==> src/rtl/sdram_pkg.sv <==
// Shared SDRAM command encodings, arbiter state and grant types.
package sdram_pkg;

  localparam logic [3:0] CMD_NOP_C        = 4'b0111;
  localparam logic [3:0] CMD_ACTIVE_C     = 4'b0011;
  localparam logic [3:0] CMD_READ_C       = 4'b0101;
  localparam logic [3:0] CMD_WRITE_C      = 4'b0100;
  localparam logic [3:0] CMD_PRECHARGE_C  = 4'b0010;
  localparam logic [3:0] CMD_AREF_C       = 4'b0001;
  localparam logic [3:0] CMD_BURST_STOP_C = 4'b0110;

  // Encoding of the last-served flag used by the write/read tie-break.
  localparam logic LAST_RD = 1'b0;
  localparam logic LAST_WR = 1'b1;

  typedef enum logic [2:0] {
    ST_IDLE  = 3'd0,
    ST_ARB   = 3'd1,
    ST_AREF  = 3'd2,
    ST_WRITE = 3'd3,
    ST_READ  = 3'd4
  } arb_state_e;

  typedef enum logic [1:0] {
    GNT_NONE = 2'd0,
    GNT_AREF = 2'd1,
    GNT_WR   = 2'd2,
    GNT_RD   = 2'd3
  } grant_e;

endpackage

==> src/rtl/sdram_arb_pick.sv <==
// Combinational winner selection: refresh first, then write/read with a
// last-served tie-break (write wins whenever read was served last).
module sdram_arb_pick
  import sdram_pkg::*;
(
  input  logic   aref_req,
  input  logic   wr_req,
  input  logic   rd_req,
  input  logic   last_served,
  output grant_e grant
);

  // Priority pick among the pending requests.
  always_comb begin
    grant = GNT_NONE;
    if (aref_req) begin
      grant = GNT_AREF;
    end else if (wr_req && (!rd_req || (last_served == LAST_RD))) begin
      grant = GNT_WR;
    end else if (rd_req) begin
      grant = GNT_RD;
    end else begin
      grant = GNT_NONE;
    end
  end

endmodule

==> src/rtl/sdram_arbiter.sv <==
// SDRAM command-bus arbiter between init, refresh, write and read engines.
// Define SDRAM_ARB_RR_EN to alternate write/read grants when both are pending.
module sdram_arbiter
  import sdram_pkg::*;
#(
  parameter logic [3:0]  CMD_NOP   = 4'b0111,
  parameter logic [1:0]  IDLE_BA   = 2'b11,
  parameter logic [11:0] IDLE_ADDR = 12'hFFF
) (
  input  logic        sys_clk,
  input  logic        sys_rst_n,
  input  logic        init_done,
  input  logic [3:0]  init_cmd,
  input  logic [1:0]  init_ba,
  input  logic [11:0] init_addr,
  input  logic        aref_req,
  input  logic        aref_end,
  input  logic [3:0]  aref_cmd,
  input  logic [1:0]  aref_ba,
  input  logic [11:0] aref_addr,
  input  logic        wr_req,
  input  logic        wr_end,
  input  logic [3:0]  wr_cmd,
  input  logic [1:0]  wr_ba,
  input  logic [11:0] wr_addr,
  input  logic        rd_req,
  input  logic        rd_end,
  input  logic [3:0]  rd_cmd,
  input  logic [1:0]  rd_ba,
  input  logic [11:0] rd_addr,
  output logic        aref_en,
  output logic        wr_en,
  output logic        rd_en,
  output logic [3:0]  sdram_cmd,
  output logic [1:0]  sdram_ba,
  output logic [11:0] sdram_addr,
  output logic        busy
);

  arb_state_e state_r;
  grant_e     grant_s;
  logic       last_sel_s;
  logic       aref_en_r;
  logic       wr_en_r;
  logic       rd_en_r;
  logic       busy_r;

  sdram_arb_pick u_pick (
    .aref_req   (aref_req),
    .wr_req     (wr_req),
    .rd_req     (rd_req),
    .last_served(last_sel_s),
    .grant      (grant_s)
  );

`ifdef SDRAM_ARB_RR_EN
  logic last_served_r;

  // Remember whether write or read was granted last; reset favours write.
  always_ff @(posedge sys_clk or negedge sys_rst_n) begin
    if (!sys_rst_n) begin
      last_served_r <= LAST_RD;
    end else if ((state_r == ST_ARB) && init_done) begin
      case (grant_s)
        GNT_WR:  last_served_r <= LAST_WR;
        GNT_RD:  last_served_r <= LAST_RD;
        default: last_served_r <= last_served_r;
      endcase
    end
  end

  assign last_sel_s = last_served_r;
`else
  assign last_sel_s = LAST_RD;
`endif

  // Arbitration FSM; grant pulses and busy are registered with the state.
  always_ff @(posedge sys_clk or negedge sys_rst_n) begin
    if (!sys_rst_n) begin
      state_r   <= ST_IDLE;
      aref_en_r <= 1'b0;
      wr_en_r   <= 1'b0;
      rd_en_r   <= 1'b0;
      busy_r    <= 1'b0;
    end else begin
      aref_en_r <= 1'b0;
      wr_en_r   <= 1'b0;
      rd_en_r   <= 1'b0;
      case (state_r)
        ST_IDLE: begin
          if (init_done) state_r <= ST_ARB;
        end
        ST_ARB: begin
          if (!init_done) begin
            state_r <= ST_IDLE;
          end else begin
            case (grant_s)
              GNT_AREF: begin state_r <= ST_AREF;  aref_en_r <= 1'b1; busy_r <= 1'b1; end
              GNT_WR:   begin state_r <= ST_WRITE; wr_en_r   <= 1'b1; busy_r <= 1'b1; end
              GNT_RD:   begin state_r <= ST_READ;  rd_en_r   <= 1'b1; busy_r <= 1'b1; end
              default:  state_r <= ST_ARB;
            endcase
          end
        end
        ST_AREF: begin
          if (aref_end) begin state_r <= ST_ARB; busy_r <= 1'b0; end
        end
        ST_WRITE: begin
          if (wr_end) begin state_r <= ST_ARB; busy_r <= 1'b0; end
        end
        ST_READ: begin
          if (rd_end) begin state_r <= ST_ARB; busy_r <= 1'b0; end
        end
        default: begin
          state_r <= ST_IDLE;
          busy_r  <= 1'b0;
        end
      endcase
    end
  end

  // Owner's bus passes straight through so commands see no added latency.
  always_comb begin
    sdram_cmd  = CMD_NOP;
    sdram_ba   = IDLE_BA;
    sdram_addr = IDLE_ADDR;
    case (state_r)
      ST_IDLE:  begin sdram_cmd = init_cmd; sdram_ba = init_ba; sdram_addr = init_addr; end
      ST_AREF:  begin sdram_cmd = aref_cmd; sdram_ba = aref_ba; sdram_addr = aref_addr; end
      ST_WRITE: begin sdram_cmd = wr_cmd;   sdram_ba = wr_ba;   sdram_addr = wr_addr;   end
      ST_READ:  begin sdram_cmd = rd_cmd;   sdram_ba = rd_ba;   sdram_addr = rd_addr;   end
      default:  begin sdram_cmd = CMD_NOP;  sdram_ba = IDLE_BA; sdram_addr = IDLE_ADDR; end
    endcase
  end

  assign aref_en = aref_en_r;
  assign wr_en   = wr_en_r;
  assign rd_en   = rd_en_r;
  assign busy    = busy_r;

endmodule

==> config.mk <==
export PLATFORM = sky130hd
export DESIGN_NAME = sdram_arbiter
export DESIGN_NICKNAME = d
export VERILOG_FILES = /design/src/rtl/sdram_pkg.sv /design/src/rtl/sdram_arb_pick.sv /design/src/rtl/sdram_arbiter.sv
export SDC_FILE = /design/constraint.sdc
export NUM_CORES = 1
export LEC_CHECK = 0
export ABC_AREA = 1
export BUFFER_PORTS_ARGS = -buffer_cell sky130_fd_sc_hd__buf_2
export CAP_MARGIN = 20
export CORE_AREA = 3 3 58 60
export DETAILED_ROUTE_END_ITERATION = 10
export DIE_AREA = 0 0 61 63
export PLACE_DENSITY = 0.77
export SLEW_MARGIN = 20
export SYNTH_ARGS = -nofsm -noshare
export SYNTH_HDL_FRONTEND = slang
export SYNTH_HIERARCHICAL = 1
export SYNTH_SLANG_ARGS = --single-unit
==> constraint.sdc <==
create_clock -name sys_clk -period 2 [get_ports sys_clk]
set_input_delay 0.4 -clock sys_clk [delete_from_list [all_inputs] [get_ports sys_clk]]
set_output_delay 0.4 -clock sys_clk [all_outputs]
set_load 0.005 [all_outputs]
# [Word level (Yosys, flattened, before mapping)]
# Cells that the tools add are included.
[totals] regBits=7 latchBits=0 romBits=0 out_inout_bits=22 n_memories=0 ram_bits=0 in_bits=81 elab_cells=51
[op_classes] mux=28 n_shift=0 div_mod_pow=0 bitwise_logic=1 magnitude_cmp=0 multipliers=0 addsub=0 eq_ne=13 n_reduce_logical=4
[op_table] operator="one-hot mux 12 bit (4 select lines)" count=1
[op_table] operator="one-hot mux 4 bit (4 select lines)" count=1
[op_table] operator="two-way mux 3 bit" count=5
[op_table] operator="one-hot mux 3 bit (5 select lines)" count=1
[op_table] operator="two-way mux 1 bit" count=14
[op_table] operator="!= test 2 bit, second input constant" count=6
[op_table] operator="one-hot mux 3 bit (3 select lines)" count=1
[op_table] operator="one-hot mux 2 bit (4 select lines)" count=1
[op_table] operator="== test 3 x 2 -> 1 bit, second input constant" count=2
[op_table] operator="two-way mux 2 bit" count=3
[op_table] operator="AND reduction 6 bit" count=1
[op_table] operator="one-hot mux 1 bit (5 select lines)" count=1
[op_table] operator="== test 2 bit, second input constant" count=2
[op_table] operator="AND reduction 4 bit" count=1
[op_table] operator="== test 3 x 1 -> 1 bit, second input constant" count=1
[op_table] operator="== test 3 bit, second input constant" count=1
[op_table] operator="zero test 3 bit" count=1
[op_table] operator="OR reduction 3 bit" count=1
[op_table] operator="== test 2 x 1 -> 1 bit, second input constant" count=1
[op_table] operator="NOT 1 bit" count=1

# [Logic depth before layout (Yosys ltp)]
# Gate-level depths: netlist of run 1.
[logic_depth] word_depth=8 depth_mapped=13 mapped_depth_nobuf=13

# [Cells and area by module]
# Netlist of run 1, hierarchy kept.
[modules_own_cells] module="sdram_arbiter" n_inst=1 seq_area_each_um2=175.2 cells_per_inst=173 area_each_um2=968.4
[modules_own_cells] module="sdram_arb_pick" n_inst=1 seq_area_each_um2=0.0 cells_per_inst=7 area_each_um2=26.3

# [Least setup slack after synthesis of run 1]
# OpenSTA, ideal clock, no wires.
[synth_path] path_kind="reg2out" from="register state_r[0]" to="output port sdram_addr[0]" setup_slack_ns=0.427 arrival_time_ns=1.173 path_buffers=1 stages_incl_launch_ff=7 t_required_ns=1.600 path_cell_list="dfrtp_1 nor2_2 nand2_2 inv_1 buf_2 nand2_1 nand4_1"
[synth_via] elab_chain_len=2 elab_cells_between_ends=5 classes_between="eq/ne (3); mux (1); reduce/logical (1)"
[synth_rtl] element="start: declaration" line_no="sdram_arbiter.sv:40" text="arb_state_e state_r;"
[synth_rtl] element="start signal: assignment" line_no="sdram_arbiter.sv:80" text="state_r <= ST_IDLE;"
[synth_rtl] element="start signal: assignment" line_no="sdram_arbiter.sv:91" text="if (init_done) state_r <= ST_ARB;"
[synth_rtl] element="start signal: assignment" line_no="sdram_arbiter.sv:95" text="state_r <= ST_IDLE;"
[synth_rtl] element="== test 3 bit, or another cell as far along" line_no="sdram_arbiter.sv:127" text="case (state_r)"
[synth_rtl] element="one-hot mux 12 bit (4 select lines) *" line_no="sdram_arbiter.sv:127"
[synth_rtl] element="end: declaration" line_no="sdram_arbiter.sv:36" text="output logic [11:0] sdram_addr,"
# Mark *: on every way between the ends. The rest lies on a longest branch, timed or not.

# [Worst setup path in the final report of run 1]
[layout_path] from="register state_r[0]" to="output port sdram_addr[10]"
# Same word-level chain as after synthesis.

==> flow_metrics.tcl, run 1 <==
set metrics [dict create \
    status "completed" \
    start_kind "register" \
    diodes 0 \
    fp.dieW_um 61 \
    dieArea_um2 3840 \
    regArea_um2 179 \
    gr-usage-met1 0.195 \
    whs_path_depth 3 \
    syn2layout_area_growth_pct 67.2 \
    antenna_found_initial 0 \
    total_power_mw 1.94 \
    p_int_uw 1000 \
    clk_transition_reported_paths_ns 0.05 \
    synth_top_cell_by_area "nand2_1" \
    hold_start "init_done" \
    cts_tree "yes" \
    io_pins 103 \
    synth_top_area_share 0.287 \
    cp-startpoint "state_r[0]" \
    num_rows 20 \
    synth_cell_types 20 \
    fin_worst_skew_ns 0.00259 \
    syn_nets 266 \
    report.final.hold_viol_count 0 \
    use_met2 0.337 \
    setup_tns_ns 0 \
    combPwrFrac 0.812 \
    coreArea_um2 2980 \
    cts-buffers-inserted 3 \
    drive_gt1_frac 0.443 \
    final_util 0.558 \
    post-dp-hpwl_mm 2.80 \
    cap_violations 0 \
    worst_r2r_startpoint "state_r[2]" \
    power.density_nw_per_um2 1170 \
    grt_pass1_vias 1393 \
    r2r_slack_ns 0.60 \
    chipHeight_um 63 \
    fillers 317 \
    synthesis.area_um2 995 \
    grt.busiest_layer "met2" \
    yosys_warnings 6 \
    drtIter0Drc 32 \
    place_congestion 0.764 \
    peakVddDrop_mv 0.593 \
    multi_input_area_um2 722 \
    setup_ws_ns 0.101 \
    pwr-share-clk 0.065 \
    start_util 0.334 \
    ys_ff_latch 7 \
    grt_max_degree 19 \
    nets 378 \
    synth_top_cells_by_area "nand2_1 (29%), dfrtp_1 (18%), inv_1 (7.9%)" \
    worstRegToRegCells 9 \
    synthCells 180 \
    yosysSeqAreaShare 0.176 \
    finalSetupViolCount 0 \
    via_per_inst 4.66 \
    crit_required_ns 1.60 \
    grtUsageTotal 0.181 \
    min_delay_worst_endpoint "wr_en" \
    drtAntennaViolNets 0 \
    preCtsSetupSlack_ns 0.251 \
    crit_path_end_kind "primary output" \
    r2r-end "busy" \
    arrival_ns 1.50 \
    slew_viol_final 0 \
    clockBufferDepth 2 \
    portBuffers 102 \
    finalWorstPathRequiredPeriod_ns 1.90 \
    p_leak_nw 0.953 \
    clk_latency_ns 0.25 \
    p_sw_uw 938 \
    clock_sinks 7 \
    path_max_fanout 8 \
    syn_avg_cell_area_um2 5.53 \
    power.switching_fraction 0.484 \
    met3_usage 0.0248 \
    routed_wirelength_mm 3.44 \
    grt-ovfl-total 0 \
    drt_pass1_iterations 4 \
    layout_worst_path_cycle_share 0.950 \
    htreeDepth 1 \
    grt_first_pass_wirelength_mm 5.55 \
    drcViolationCount 0 \
    path_class "reg -> out" \
    pwr-share-seq 0.123 \
    fmax_mhz 526 \
    cts_root_buf "clkbuf_4" \
    wire_per_inst_um 10.6 \
    routed-via-count 1510 \
    hold_slack_ns 0.397 \
    hold_class "in -> reg" \
]
==> cell usage after synthesis <==
library cell  number
nor2_1            15
inv_1             21
buf_6              1
buf_2              4
nand2_1           76
nor2_4             2
inv_2              2
a21oi_2            1
o21ai_0            2
nand2_2            1
dfrtp_1            7
nand3_1           10
a21oi_1           11
o21bai_1           1
nor3b_1            6
conb_1             1
ha_1               5
nand4_1           12
nor2_2             1
nand3b_1           1
==> through the flow <==
step | std cells | area (um^2)
finish | 324 | 1660
global route | 324 | 1660
CTS | 324 | 1640
detailed placement | 314 | 1550
global placement | 314 | 1550
floorplan | 180 | 995
==> area by class of cell <==
cell class | instances | area share
tap | 33 | 0.0248
inverter | 23 | 0.0557
sequential | 7 | 0.108
multi-input combinational | 145 | 0.434
clock buffer | 3 | 0.0135
timing repair buffer | 112 | 0.361
clock inverter | 1 | 0.00301
==> critical path, stage by stage (launching register included) <==
cell     delay, ns
dfrtp_2       0.45
nor2_4        0.16
a21oi_2       0.05
buf_4         0.17
nor3b_1       0.18
nand3_1       0.09
buf_2         0.14
==> registers in the layout, indices dropped and copies added, names as in the netlist <==
register  cells
aref_en       1
wr_en         1
rd_en         1
state_r       3
busy          1
==> metal layers <==
metal / part of all wire / routed length, um
met1: 0.39 / 1350
met2: 0.52 / 1780
met3: 0.077 / 264
met4: 0.014 / 49
met5: 0 / 0
==> cells in the final DEF, fill, tap and decap left out <==
| master | n |
|---|---|
| o21ai_0 | 2 |
| nand4_1 | 12 |
| a21oi_1 | 11 |
| inv_1 | 20 |
| a21oi_2 | 1 |
| clkinv_2 | 1 |
| inv_4 | 1 |
| buf_4 | 8 |
| nor2_1 | 15 |
| buf_12 | 1 |
| clkinvlp_4 | 1 |
| buf_2 | 102 |
| nand3b_1 | 1 |
| inv_2 | 1 |
| nor3b_2 | 3 |
| clkbuf_4 | 3 |
| o21bai_1 | 1 |
| conb_1 | 1 |
| nand3_1 | 10 |
| nor2_4 | 3 |
| dlygate4sd3_1 | 1 |
| ha_1 | 5 |
| nand2_2 | 1 |
| dfrtp_1 | 4 |
| nand2_1 | 76 |
| dfrtp_2 | 3 |
| nor3b_1 | 3 |
==> power groups by stage <==
stage	registers (mW)	clock network, mW	logic, mW
CTS	0.227	0.135	1.55
detailed placement	0.229	0	1.46
finish	0.238	0.127	1.57
global placement	0.225	0	1.45
floorplan	0.225	0	0.877
global route	0.242	0.141	1.80
==> how the worst max path moves through the flow <==
stage	to	slack [ns]	cells after the start
2_1_floorplan	sdram_addr[0]	0.43	6
3_3_place_gp	sdram_addr[4]	0.27	6
3_5_place_dp	sdram_addr[5]	0.25	6
4_1_cts	sdram_addr[4]	0.003	6
5_1_grt	sdram_addr[2]	-0.01	6
6_report	sdram_addr[10]	0.10	6
==> what timing repair did <==
action,in CTS,in global routing
resized for setup,1,9
hold buffers,1,0
hold endpoints to repair,7,0
buffers inserted,5,0
pin swaps,2,0
endpoints found under the setup margin,12,18
==> logic make-up after synthesis <==
kind of cell | after synthesis | share of synthesized area
AO/OA/AOI/OAI | 15 | 0.0818
adder cells (fa/ha/maj) | 5 | 0.0629
buffers and inverters | 28 | 0.118
flip-flops | 7 | 0.176
other | 1 | 0.00377
AND/OR/NAND/NOR | 124 | 0.557
No activity file was read; power rests on OpenSTA's default activity.
==> run 2, diff against run 1 <==
--- a/config.mk
+++ b/config.mk
@@ -6,14 +6,13 @@
 export NUM_CORES = 1
 export LEC_CHECK = 0
 export ABC_AREA = 1
-export BUFFER_PORTS_ARGS = -buffer_cell sky130_fd_sc_hd__buf_2
+export BUFFER_PORTS_ARGS = -buffer_cell sky130_fd_sc_hd__buf_4
 export CAP_MARGIN = 20
-export CORE_AREA = 3 3 58 60
+export CORE_AREA = 3 3 57 59
 export DETAILED_ROUTE_END_ITERATION = 10
-export DIE_AREA = 0 0 61 63
-export PLACE_DENSITY = 0.77
+export DIE_AREA = 0 0 60 62
+export PLACE_DENSITY = 0.79
 export SLEW_MARGIN = 20
 export SYNTH_ARGS = -nofsm -noshare
 export SYNTH_HDL_FRONTEND = slang
-export SYNTH_HIERARCHICAL = 1
 export SYNTH_SLANG_ARGS = --single-unit
==> run 2 against run 1 <==
Net effect:
- sequential share of layout area shrank 1.3 points
- non-clock buffer count unchanged
- core utilization grew 12 points
- first-iteration DRC count rose by 110%
- via count shrank 1.5%
- clock power rose by 6%
- area after synthesis fell by 2.0%
- clock-buffer cell count did not move
- critical path type unchanged
- largest cell class is now buffers
==> flow_metrics.tcl, run 2 <==
set metrics [dict create \
    routed_wirelength_mm 3.73 \
    syn_nets 254 \
    antenna_found_initial 0 \
    p_leak_nw 1.03 \
    start_kind "register" \
    cp-startpoint "state_r[0]" \
    synth_cell_types 21 \
    clk_transition_reported_paths_ns 0.06 \
    slowest_stage "dfrtp_1" \
    synthesis.area_um2 975 \
    routed-via-count 1487 \
    fp.dieW_um 60 \
    fmax_mhz 528 \
    cts_tree "yes" \
    placed_area_um2 1760 \
    dieArea_um2 3720 \
    synthFlopType "dfrtp_1" \
    synth_top_area_share 0.262 \
    syn_avg_cell_area_um2 5.77 \
    p_int_mw 1.16 \
    final_util 0.679 \
    ys_ff_latch 7 \
    r2r_slack_ns 0.66 \
    htreeDepth 1 \
    slew_headroom 0.772 \
    pwr-share-seq 0.108 \
    hold_start "init_done" \
    min_delay_worst_endpoint "aref_en" \
    dp.cells 301 \
    synth_edf_count 0 \
    layout_worst_path_cycle_share 0.948 \
    diodes 0 \
    slew_viol_final 0 \
    coreArea_um2 2760 \
    drive_gt1_frac 0.470 \
    hold_class "in -> reg" \
    path_class "reg -> out" \
    start_util 0.353 \
    via_per_inst 4.77 \
    tightest_slew_ns 0.339 \
    path_cells "nor2_2, nand2_2, inv_4, nand2_1, nand4_1, buf_4" \
    yosysSeqAreaShare 0.180 \
    post-dp-hpwl_mm 3.03 \
    combPwrFrac 0.830 \
    finalWorstPathRequiredPeriod_ns 1.90 \
    crit_buf_inv 2 \
    pwr-share-clk 0.062 \
    crit_path_end_kind "primary output" \
    clock_sinks 7 \
    chipHeight_um 62 \
    r2r-end "busy" \
    mostFrequentLayoutCell "buf_4" \
    report.final.hold_viol_count 0 \
    grt_max_degree 20 \
    drtAntennaViolNets 0 \
    top_register "state_r" \
    grt-ovfl-total 0 \
    async_reset_ff_frac 1.00 \
    worstRegToRegCells 8 \
    power.density_nw_per_um2 1150 \
    path_max_fanout 15 \
    grtUsageTotal 0.178 \
    clockBufferDepth 2 \
    whs_path_depth 3 \
    wire_per_inst_um 11.9 \
    total_power_mw 2.15 \
    cap_violations 0 \
    grt_pass1_vias 1207 \
    cpLargestDelayFamily "simple AND/OR/NAND/NOR gates" \
    finalInstanceArea_um2 1870 \
    largest_register_ffs 3 \
    setup_tns_ns 0 \
    critical_path.max_stage_delay_ns 0.47 \
    fin_worst_skew_ns 0.00720 \
    yosys_warnings 0 \
    layout_common_cells "buf_4 (110), nand2_1 (68), inv_1 (17)" \
    synthCells 169 \
    synth_top_cells_by_area "nand2_1 (26%), dfrtp_1 (18%), a21oi_1 (7.2%)" \
    grt_first_pass_wirelength_mm 5.20 \
    io_pins 103 \
    portBuffers 102 \
    status "completed" \
    arrival_ns 1.50 \
    peakVddDrop_mv 0.870 \
    place_congestion 0.773 \
    synth_most_common_cell "nand2_1" \
    cts_root_buf "clkbuf_4" \
    cts-buffers-inserted 3 \
    clk_latency_ns 0.26 \
    crit_required_ns 1.60 \
    power.switching_fraction 0.459 \
    nets 367 \
    syn2layout_area_growth_pct 92.2 \
    synth_top_cell_by_area "nand2_1" \
    num_rows 19 \
    finalSetupViolCount 0 \
    synth_commonest_cells "nand2_1 (68), inv_1 (17), a21oi_1 (14)" \
    drcViolationCount 0 \
    drt_pass1_iterations 4 \
    worst_r2r_startpoint "state_r[0]" \
    drtIter0Drc 68 \
    p_sw_uw 985 \
    instances_no_fill 312 \
]
-- run 2: worst max-delay path by stage --
stage | to | slack, ns | cells after the start
after floorplan | busy | 0.41 | 10
after global placement | sdram_addr[4] | 0.30 | 6
after detailed placement | sdram_addr[0] | 0.25 | 6
after CTS | sdram_cmd[2] | 0.008 | 6
after global routing | sdram_addr[1] | -0.02 | 7
final | sdram_addr[0] | 0.10 | 6
-- run 2: layout make-up --
class / instances / area [um^2]
fillers: 267 / 885
repair buffers: 112 / 856
multi-input cells: 137 / 688
flip-flops and latches: 7 / 176
inverters: 21 / 86.3
well taps: 31 / 38.8
clock buffers: 3 / 22.5
clock inverters: 1 / 5.00
-- run 2: power by group through the flow --
stage	clock network, mW	registers (mW)	logic, mW
after floorplan	0	0.228	0.913
after global placement	0	0.226	1.67
after detailed placement	0	0.228	1.69
after CTS	0.131	0.226	1.70
after global routing	0.142	0.241	1.99
final	0.134	0.232	1.78
-- run 2: worst reg2reg max path: stages (launching register included) --
cell and delay [ns]:
dfrtp_1 0.49, nand2_2 0.14, nor2_8 0.18, buf_4 0.13
nand2_2 0.05, nand2_1 0.08, nor2_1 0.06, nand3_1 0.07
nand2_1 0.05
-- run 2: kinds of logic (layout without fill, tap and decap cells) --
| kind of cell | Yosys count | in the layout | synth area share |
|---|---|---|---|
| adder cells (fa/ha/maj) | 4 | 4 | 0.0513 |
| AND/OR/NAND/NOR | 106 | 106 | 0.490 |
| AO/OA/AOI/OAI | 27 | 27 | 0.157 |
| buffers and inverters | 25 | 137 | 0.122 |
| flip-flops | 7 | 7 | 0.180 |
-- run 2: per-stage QoR --
step / setup slack (ns) / hold WS [ns]
floorplan: 0.407 / 0.104
global placement: 0.298 / 0.213
detailed placement: 0.249 / 0.215
CTS: 0.00834 / 0.398
global route: -0.0165 / 0.399
finish: 0.104 / 0.393
-- run 2: metal layers --
metal | share of wire | track usage | wire, um
met5 | 0 | 0 | 0
met4 | 0.0067 | 0.0380 | 25
met3 | 0.11 | 0.0310 | 404
met2 | 0.52 | 0.313 | 1920
met1 | 0.37 | 0.228 | 1380
-- run 2: repair_timing --
action / CTS / global route
hold buffers: 1 / 0
endpoints found under the setup margin: 9 / 18
gates resized for setup: 1 / 6
setup buffers: 0 / 6
pin swaps: 0 / 2
endpoints found under the hold margin: 7 / 0
==> run 3, diff against run 2 <==
--- a/config.mk
+++ b/config.mk
@@ -8,11 +8,12 @@
 export ABC_AREA = 1
 export BUFFER_PORTS_ARGS = -buffer_cell sky130_fd_sc_hd__buf_4
 export CAP_MARGIN = 20
-export CORE_AREA = 3 3 57 59
+export CORE_AREA = 3 3 58 60
 export DETAILED_ROUTE_END_ITERATION = 10
-export DIE_AREA = 0 0 60 62
-export PLACE_DENSITY = 0.79
+export DIE_AREA = 0 0 61 63
+export PLACE_DENSITY = 0.77
 export SLEW_MARGIN = 20
 export SYNTH_ARGS = -nofsm -noshare
 export SYNTH_HDL_FRONTEND = slang
+export SYNTH_HIERARCHICAL = 1
 export SYNTH_SLANG_ARGS = --single-unit
==> run 3 against run 2 <==
Net effect:
- global-route usage rose by 0.59 points
- final cell count rose by 2.9%
- register-to-register slack lost 0.06 ns
- worst hold slack gained 0.00076 ns
==> flow_metrics.tcl, run 3 (synthesis results as in run 1) <==
set metrics [dict create \
    status "completed" \
    pwr-share-clk 0.059 \
    antenna_found_initial 0 \
    cts_tree "yes" \
    setup_ws_ns 0.0825 \
    place_congestion 0.794 \
    p_int_mw 1.21 \
    fin_worst_skew_ns 0.00125 \
    start_kind "register" \
    cts-buffers-inserted 3 \
    fp.dieW_um 61 \
    power.density_nw_per_um2 1140 \
    num_rows 20 \
    total_power_mw 2.18 \
    diodes 0 \
    clk_latency_ns 0.25 \
    routed-via-count 1507 \
    drcViolationCount 0 \
    nets 375 \
    start_util 0.334 \
    path_max_fanout 7 \
    report.final.hold_viol_count 0 \
    layout_common_cells "buf_4 (106), nand2_1 (76), inv_1 (20)" \
    grtUsageTotal 0.184 \
    power.switching_fraction 0.445 \
    met3_usage 0.0269 \
    cap_violations 0 \
    largest_register_ffs 3 \
    grt_first_pass_wirelength_mm 5.66 \
    grt_pass1_vias 1373 \
    portBuffers 102 \
    via_per_inst 4.69 \
    drt_pass1_iterations 4 \
    r2r_slack_ns 0.60 \
    clock_sinks 7 \
    use_met2 0.336 \
    gr-usage-met1 0.218 \
    dieArea_um2 3840 \
    grt-ovfl-total 0 \
    htreeDepth 1 \
    crit_required_ns 1.60 \
    setup_tns_ns 0 \
    chipHeight_um 63 \
    p_sw_uw 970 \
    mostFrequentLayoutCell "buf_4" \
    arrival_ns 1.52 \
    clockBufferDepth 2 \
    clk_transition_reported_paths_ns 0.05 \
    preCtsSetupSlack_ns 0.225 \
    pwr-share-seq 0.109 \
    wire_per_inst_um 11.5 \
    grt_max_degree 20 \
    fmax_mhz 522 \
    post-dp-hpwl_mm 2.95 \
    io_pins 103 \
    p_leak_nw 1.03 \
    hold_class "in -> reg" \
    top_register "state_r" \
    finalSetupViolCount 0 \
    drtAntennaViolNets 0 \
    grt.busiest_layer "met2" \
    drtIter0Drc 63 \
    cts_root_buf "clkbuf_4" \
    syn2layout_area_growth_pct 91.8 \
    path_class "reg -> out" \
    layout_worst_path_cycle_share 0.959 \
    rsz0062_at_grt "no" \
    coreArea_um2 2980 \
    drive_gt1_frac 0.438 \
    slew_viol_final 0 \
    crit_path_end_kind "primary output" \
    peakVddDrop_mv 0.461 \
    combPwrFrac 0.832 \
    routed_wirelength_mm 3.68 \
    finalWorstPathRequiredPeriod_ns 1.92 \
    fillers 274 \
]
## run 3: repair_timing
| action | 4_1_cts | 5_1_grt |
|---|---|---|
| endpoints found under the setup margin | 18 | 14 |
| hold endpoints to repair | 7 | 0 |
| buffers inserted | 3 | 0 |
| hold buffers | 1 | 0 |
| gates cloned | 0 | 0 |
| pin swaps | 1 | 1 |
| resized for setup | 2 | 7 |
## run 3: through the flow
| stage | instances | hold slack [ns] | area [um^2] | utilization |
|---|---|---|---|---|
| 2_1_floorplan | 180 | 0.104 | 995 | - |
| 3_3_place_gp | 313 | 0.214 | 1790 | 0.602 |
| 3_5_place_dp | 313 | 0.215 | 1790 | 0.602 |
| 4_1_cts | 321 | 0.390 | 1880 | 0.633 |
| 5_1_grt | 321 | 0.403 | 1910 | 0.641 |
| 6_report | 321 | 0.394 | 1910 | 0.641 |
## run 3: metal layers
metal | vias up | wire, um
met1 | 650 | 1390
met2 | 67 | 1960
met5 | - | 0
met3 | 2 | 301
met4 | 0 | 25
li1 | 788 | -
## run 3: final timing paths
path                                 start            end  depth (start not counted)
worst max register to register  state_r[2]           busy                          9
worst min register to register        busy           busy                          3
max in group asynchronous        sys_rst_n     state_r[2]                          2
min in group asynchronous        sys_rst_n     state_r[0]                          2
worst min-delay path             init_done          wr_en                          3
worst max-delay path            state_r[1]  sdram_addr[2]                          6
## run 3: power by group through the flow
stage | Sequential, mW | Combinational (mW) | Clock [mW]
floorplan | 0.225 | 0.877 | 0
global route | 0.243 | 2.00 | 0.136
global placement | 0.227 | 1.69 | 0
CTS | 0.226 | 1.78 | 0.130
detailed placement | 0.228 | 1.70 | 0
finish | 0.238 | 1.81 | 0.128
## run 3: area by class of cell
| cell class | instances | area [um^2] | share of cell area |
|---|---|---|---|
| Sequential cell | 7 | 179 | 0.0938 |
| Clock inverter | 1 | 5.00 | 0.00262 |
| Tap cell | 33 | 41.3 | 0.0216 |
| Clock buffer | 3 | 22.5 | 0.0118 |
| Multi-Input combinational cell | 145 | 722 | 0.378 |
| Timing Repair Buffer | 109 | 846 | 0.443 |
| Inverter | 23 | 92.6 | 0.0485 |
## run 3: worst max-delay path, stage by stage (launching register included)
cell and delay [ns]:
dfrtp_2 0.45, nor2_4 0.16, a21oi_2 0.05, buf_4 0.17, nor3b_1 0.21, nand3_1 0.09, buf_4 0.14
